[config.mk]
export PLATFORM = sky130hd
export DESIGN_NAME = read_order_buffer
export DESIGN_NICKNAME = d
export VERILOG_FILES = /design/src/rtl/read_order_buffer.sv
export SDC_FILE = /design/constraint.sdc
export NUM_CORES = 1
export LEC_CHECK = 0
export CAP_MARGIN = 10
export CORE_ASPECT_RATIO = 0.75
export CORE_MARGIN = 2
export CORE_UTILIZATION = 53
export CTS_CLUSTER_DIAMETER = 200
export DETAILED_ROUTE_END_ITERATION = 8
export GPL_TIMING_DRIVEN = 0
export PLACE_DENSITY = 0.94
export SKIP_LAST_GASP = 1
export SLEW_MARGIN = 20
export SYNTH_ARGS = -nofsm -noshare
export SYNTH_HDL_FRONTEND = slang
export SYNTH_SLANG_ARGS = --single-unit
[constraint.sdc]
create_clock -name clk -period 7.9 [get_ports clk]
set_input_delay 2.37 -clock clk [delete_from_list [all_inputs] [get_ports clk]]
set_output_delay 2.37 -clock clk [all_outputs]
set_load 0.1 [all_outputs]
[src/rtl/read_order_buffer.sv]
// Read reorder buffer: tags each AR with a slot index, parks out-of-order
// single-beat R responses in their slot and releases them in AR order.
module read_order_buffer #(
  parameter int unsigned ID_W   = 4,
  parameter int unsigned ADDR_W = 32,
  parameter int unsigned DATA_W = 32,
  parameter int unsigned DEPTH  = 4,
  localparam int unsigned TAG_W = $clog2(DEPTH)
) (
  input  logic              clk,
  input  logic              rst,
  // Master-side AR
  input  logic              s_arvalid,
  output logic              s_arready,
  input  logic [ID_W-1:0]   s_arid,
  input  logic [ADDR_W-1:0] s_araddr,
  // Master-side R
  output logic              s_rvalid,
  input  logic              s_rready,
  output logic [ID_W-1:0]   s_rid,
  output logic [DATA_W-1:0] s_rdata,
  output logic [1:0]        s_rresp,
  output logic              s_rlast,
  // Slave-side AR
  output logic              m_arvalid,
  input  logic              m_arready,
  output logic [ID_W-1:0]   m_arid,
  output logic [ADDR_W-1:0] m_araddr,
  output logic [7:0]        m_arlen,
  output logic [TAG_W-1:0]  m_aruser,
  // Slave-side R
  input  logic              m_rvalid,
  output logic              m_rready,
  input  logic [DATA_W-1:0] m_rdata,
  input  logic [1:0]        m_rresp,
  input  logic [TAG_W-1:0]  m_ruser,
  // Status
  output logic [TAG_W:0]    occupancy,
  output logic              tag_err
);

  localparam int unsigned CntW = TAG_W + 1;

  logic [DEPTH-1:0]  alloc_q, alloc_d;
  logic [DEPTH-1:0]  filled_q, filled_d;
  logic [ID_W-1:0]   id_q   [DEPTH];
  logic [ID_W-1:0]   id_d   [DEPTH];
  logic [DATA_W-1:0] data_q [DEPTH];
  logic [DATA_W-1:0] data_d [DEPTH];
  logic [1:0]        resp_q [DEPTH];
  logic [1:0]        resp_d [DEPTH];
  logic [TAG_W-1:0]  head_q, head_d;
  logic [TAG_W-1:0]  tail_q, tail_d;
  logic [CntW-1:0]   count_q, count_d;
  logic              tag_err_q, tag_err_d;

  logic full;
  logic acc;
  logic rel;
  logic cap_ok;

  // Handshake decode and fixed-value outputs
  always_comb begin
    full      = (count_q == CntW'(DEPTH));
    m_arvalid = s_arvalid & ~full;
    s_arready = m_arready & ~full;
    m_arid    = s_arid;
    m_araddr  = s_araddr;
    m_arlen   = 8'd0;
    m_aruser  = tail_q;
    m_rready  = 1'b1;
    acc       = s_arvalid & s_arready;
    s_rvalid  = alloc_q[head_q] & filled_q[head_q];
    s_rid     = id_q[head_q];
    s_rdata   = data_q[head_q];
    s_rresp   = resp_q[head_q];
    s_rlast   = 1'b1;
    rel       = s_rvalid & s_rready;
    // A beat is only legal for an allocated slot still waiting for data
    cap_ok    = alloc_q[m_ruser] & ~filled_q[m_ruser];
    occupancy = count_q;
    tag_err   = tag_err_q;
  end

  // Next-state for slot bookkeeping, pointers, count and error flag
  always_comb begin
    alloc_d   = alloc_q;
    filled_d  = filled_q;
    id_d      = id_q;
    data_d    = data_q;
    resp_d    = resp_q;
    head_d    = head_q;
    tail_d    = tail_q;
    count_d   = count_q;
    tag_err_d = tag_err_q;

    if (rel) begin
      alloc_d[head_q]  = 1'b0;
      filled_d[head_q] = 1'b0;
      head_d           = head_q + TAG_W'(1);
    end

    // Accept never hits the head slot being released: that would require full
    if (acc) begin
      alloc_d[tail_q]  = 1'b1;
      filled_d[tail_q] = 1'b0;
      id_d[tail_q]     = s_arid;
      tail_d           = tail_q + TAG_W'(1);
    end

    if (m_rvalid) begin
      if (cap_ok) begin
        filled_d[m_ruser] = 1'b1;
        data_d[m_ruser]   = m_rdata;
        resp_d[m_ruser]   = m_rresp;
      end else begin
        tag_err_d = 1'b1;
      end
    end

    unique case ({acc, rel})
      2'b10:   count_d = count_q + CntW'(1);
      2'b01:   count_d = count_q - CntW'(1);
      default: count_d = count_q;
    endcase
  end

  // Control state; reset discards all outstanding reads
  always_ff @(posedge clk or posedge rst) begin
    if (rst) begin
      alloc_q   <= '0;
      filled_q  <= '0;
      head_q    <= '0;
      tail_q    <= '0;
      count_q   <= '0;
      tag_err_q <= 1'b0;
    end else begin
      alloc_q   <= alloc_d;
      filled_q  <= filled_d;
      head_q    <= head_d;
      tail_q    <= tail_d;
      count_q   <= count_d;
      tag_err_q <= tag_err_d;
    end
  end

  // Slot payload; only meaningful while the slot's alloc/filled bits say so
  always_ff @(posedge clk) begin
    id_q   <= id_d;
    data_q <= data_d;
    resp_q <= resp_d;
  end

endmodule
# [Yosys cells after proc, flatten, opt, wreduce, memory -nomap -nowiden]
# Index checks and enable logic that the tools add are counted.
[op_classes] n_lt_le_gt_ge=11 div_mod_pow=0 eq_ne=3 shifts=0 reduce_logical=8 bitwise=19 mux=39 n_addsub=4 n_mul=0
[ops] operator="bitwise mux 128 bit" count=1
[ops] operator="2-to-1 mux 32 bit" count=3
[ops] operator="binary-select mux 32 bit (select 2 bit)" count=1
[ops] operator="demux 32 bit (select 2 bit)" count=1
[ops] operator="2-to-1 mux 4 bit" count=9
[ops] operator="bitwise mux 16 bit" count=1
[ops] operator="bitwise AND 4 bit" count=3
[ops] operator=">= comparator 3 bit (second input constant)" count=3
[ops] operator="less-than comparator 2 x 3 -> 1 bit (second input constant)" count=3
[ops] operator="inverter 2 -> 3 bit" count=3
[ops] operator="binary-select mux 1 bit (select 2 bit)" count=4
[ops] operator="binary-select mux 4 bit (select 2 bit)" count=1
[ops] operator="bitwise mux 8 bit" count=1
[ops] operator="demux 4 bit (select 2 bit)" count=1
[ops] operator="inverter 4 bit" count=2
[ops] operator="bitwise OR 4 bit" count=2
[ops] operator="2-to-1 mux 1 bit" count=7
[ops] operator="bitwise AND 1 bit" count=6
[ops] operator="demux 1 bit (select 2 bit)" count=3
[ops] operator=">= comparator 2 x 1 -> 1 bit (second input constant)" count=3
[ops] operator="less-than comparator 3 x 1 -> 1 bit (second input constant)" count=2
[ops] operator="2-to-1 mux 2 bit" count=3
[ops] operator="case mux 3 bit (2 select lines)" count=1
[ops] operator="logical AND 1 bit" count=5
[ops] operator="other kinds (11)" count=15
[word_totals] output_inout_bits=93 mem_count=0 latchBits=0 ff_bits=168 rom_bits=0 ramBits=0 elab_cells=102 input_bits=78

# [Logic depth before layout (Yosys ltp)]
[logic_depth] depth_word=12 mapped_depth=11 mapped_depth_nobuf=9

# [Worst setup path before layout]
# No wires, ideal clock.
[synth_path] kind="input to output" startpoint="in s_arvalid" endpoint="out m_arvalid" arrival_time_ns=3.104 slack_ns=2.426 n_path_buf=0 stages=1 path_cell_list="and2_1"
[synth_via] elab_chain_cells=1
[synth_rtl] item="start: declaration" line="13" text="input logic s_arvalid,"
[synth_rtl] item="bitwise AND 1 bit" line="65" text="m_arvalid = s_arvalid & ~full;"
[synth_rtl] item="end: declaration" line="25" text="output logic m_arvalid,"
# No other way between the ends.

# [Final worst setup path]
[layout_path] startpoint="in s_arid[3]" endpoint="out m_arid[3]"
[layout_rtl] item="start: declaration" line="15" text="input logic [ID_W-1:0] s_arid,"
[layout_rtl] item="end: declaration" line="27" text="output logic [ID_W-1:0] m_arid,"
# No word-level cell between the ends.

==> summary.md <==
| Metric | Value |
|---|---|
| Lkg Pwr | 3.269 nW |
| Largest net degree at the start of global routing | 24 |
| Fin crit share | 83.27% |
| Final setup vio count | 0 |
| Clock Path Buffers | 2 |
| Total of max-cap violations | 0 |
| Setup tns final | 0 ns |
| Asr flop ratio synth | 9.524% |
| Die Y | 103.3 um |
| Syn Inst Count | 358 |
| Global-route wire length before repair | 20.50 mm |
| Cts hold-fix bufs | 0 |
| Max_slew headroom | 30.48% |
| Highest-delay cell along the critical path | clkdlybuf4s50_1 |
| Share of layout cells above drive strength 1 | 26.65% |
| Initial drt markers | 169 |
| CP max stage delay | 1.11 ns |
| Post-Syn Area per Cell | 19.46 sq um |
| Final core occ | 71.28% |
| CTS buffer count | 17 |
| Top cell family by delay on the critical path | buffers and inverters |
| DR WL/cell | 19.47 um |
| Achievable frequency | 152.0 MHz |
| H-tree depth | 4 |
| Post CTS Setup Buffer Count | 0 |
| HP Class | reg2reg |
| Worst Path Buf+Inv | 3 |
| Critical Path End Type | output port |
| Hold Vio Cnt, Final | 0 |
| CTS sink count | 168 |
| # nets final | 604 |
| Critical path class | in2out |
| Mapped cell area | 6965 sq um |
| PostCTS Resize Cnt | 0 |
| PortBufs | 127 |
| DR vias/cell | 5.220 |
| Final Skew | 0.007016 ns |
| All-Layer GR Usage | 20.23% |
| RSZ-0062 raised after global routing | false |
| Hold WS | 0.4887 ns |
| Die area | 14080 sq um |
| Clock-pin transition on the worst setup and hold timing paths | 0.06 ns |
| Number of flops mapped to enable cells by yosys | 152 |
| Data arrival, critical path | 4.21 ns |
| Routed Wire Length | 13.63 mm |
| FF+latch count, synth | 168 |
| CP Launch Type | input port |
| Vias after detailed routing | 3654 |
| Starting Density | 53.88% |
| Sequential area share after synthesis | 71.28% |
| Number of remaining DRC errors | 0 |
| DPL Wire Length | 9.494 mm |
| N_diodes | 0 |
| Crit-path max FO | 5 |
| Main synth FF type | edfxtp_1 |
| Req. time, crit path | 5.53 ns |
| Final min period | 6.578 ns |
| Highest ir drop seen on vdd | 288.8 uV |
| Clk Latency, worst-skew pair | 0.42 ns |
| Root buffer cell | clkbuf_16 |
| Number of global-route vias before repair | 3844 |
| Die X | 136.4 um |
| Total power | 3.721 mW |
| Area Growth Syn to Fin | 32.30% |
| Worst-Margin Slew | 1.040 ns |
| Fillers | 791 |
| Crit path cell chain | clkdlybuf4s50_1 -> buf_4 -> clkdlybuf4s50_1 |
| Detailed Routing Iterations Pass 1 | 4 |
| Pwr/cell area | 403.8 nW/um^2 |
| Placer congestion estimate | 0.8351 |
| Outcome | finished, final reports clean |
| CTS tree | done |
| Yosys cell types | 39 |
| Num ports | 171 |
| Yosys warnings | 0 |
| Post-route ant nets | 0 |
| Placeable Area | 12930 sq um |
| Row count | 36 |
| Final slew viol count | 0 |
| Initial antenna violation count | 0 |
| Most used cell, CP | clkdlybuf4s50_1 |
| Grt total ovfl | 0 |
==> cell usage in the layout (no fill, tap or decap), drive strengths merged, types with 2 or more instances in the layout <==
cell,instances
nor2,2
mux2i,2
a2bb2oi,8
xor2,2
bufinv,4
and3,6
edfxtp,152
dfrtp,16
buf,57
conb,10
a21boi,5
and2,13
clkbuf,27
inv,12
clkinv,3
xnor2,2
mux4,39
a21oi,6
nor2b,3
nand2,6
a31oi,2
clkdlybuf4s50,127
nor3b,2
and3b,3
ha,9
==> path summary, 6_finish.rpt <==
kind	slack, ns	depth (start not counted)	endpoint	startpoint
worst max-delay path	1.32	3	m_arid[3]	s_arid[3]
worst min register to register	0.49	1	tag_err	tag_err
max in group asynchronous	5.16	2	filled_q[0]	rst
min in group asynchronous	2.34	2	m_aruser[0]	rst
worst max register to register	5.42	11	occupancy[2]	head_q[1]
worst min-delay path	0.49	1	tag_err	tag_err
==> registers in the layout (all words and copies together), names as in the netlist <==
register / count
occupancy: 3
head_q: 2
tag_err: 1
id_q: 16
resp_q: 8
m_aruser: 2
alloc_q: 4
data_q: 128
filled_q: 4
==> synthesized netlist by cell type, drive strengths merged, types with 3 or more instances <==
master	n	area [sq um]
and3	6	42.54
a21oi	6	30.03
edfxtp	152	4564
dfrtp	16	400.4
nand2	6	22.52
a21boi	5	37.53
clkbuf	6	22.52
mux4	39	878.3
inv	9	33.78
nor2b	3	18.77
and2	13	81.33
ha	9	112.6
and3b	3	26.28
a2bb2oi	8	107.6
buf	53	399.1
==> cell type report <==
class | instances | area (sq um) | share of cell area, %
buffer | 59 | 421.7 | 4.576
clock buffer | 21 | 460.4 | 4.997
clock inverter | 11 | 168.9 | 1.833
inverter | 9 | 33.78 | 0.3666
multi-input combinational | 130 | 1593 | 17.28
sequential | 168 | 4965 | 53.88
tap | 171 | 214.0 | 2.322
timing repair buffer | 131 | 1359 | 14.75
==> per-layer routing <==
metal | GRT usage [%] | part of all wire [%] | up-vias
met5 | 0 | 0 | -
met4 | 6.971 | 1.5 | 0
met3 | 4.922 | 5.6 | 19
met2 | 35.02 | 52 | 121
met1 | 25.47 | 41 | 1846
li1 | - | - | 1668
==> kinds of logic (layout without fill, tap and decap cells) <==
family	count (synthesis)	after routing	share of synthesized area (%)
other cells	2	10	0.1078
xor+xnor	4	4	0.5031
fa+ha+maj	10	10	1.904
simple gates	39	39	3.485
flops	168	168	71.28
compound gates	25	25	3.126
buf+inv	68	231	6.538
mux	42	42	13.06
==> power by group <==
group | internal, mW | switching (mW) | total (mW)
logic | 0.503 | 1.23 | 1.73
clock network | 0.547 | 0.325 | 0.873
registers | 1.07 | 0.0484 | 1.12
total | 2.12 | 1.60 | 3.72
==> through the flow <==
stage / setup WS, ns / cell area [sq um] / cells
CTS: 1.331 / 9215 / 700
global placement: 1.367 / 8481 / 664
floorplan: 2.426 / 6995 / 366
finish: 1.322 / 9215 / 700
global route: 1.264 / 9215 / 700
detailed placement: 1.336 / 8586 / 668
Power figures use the tool's default switching activity.
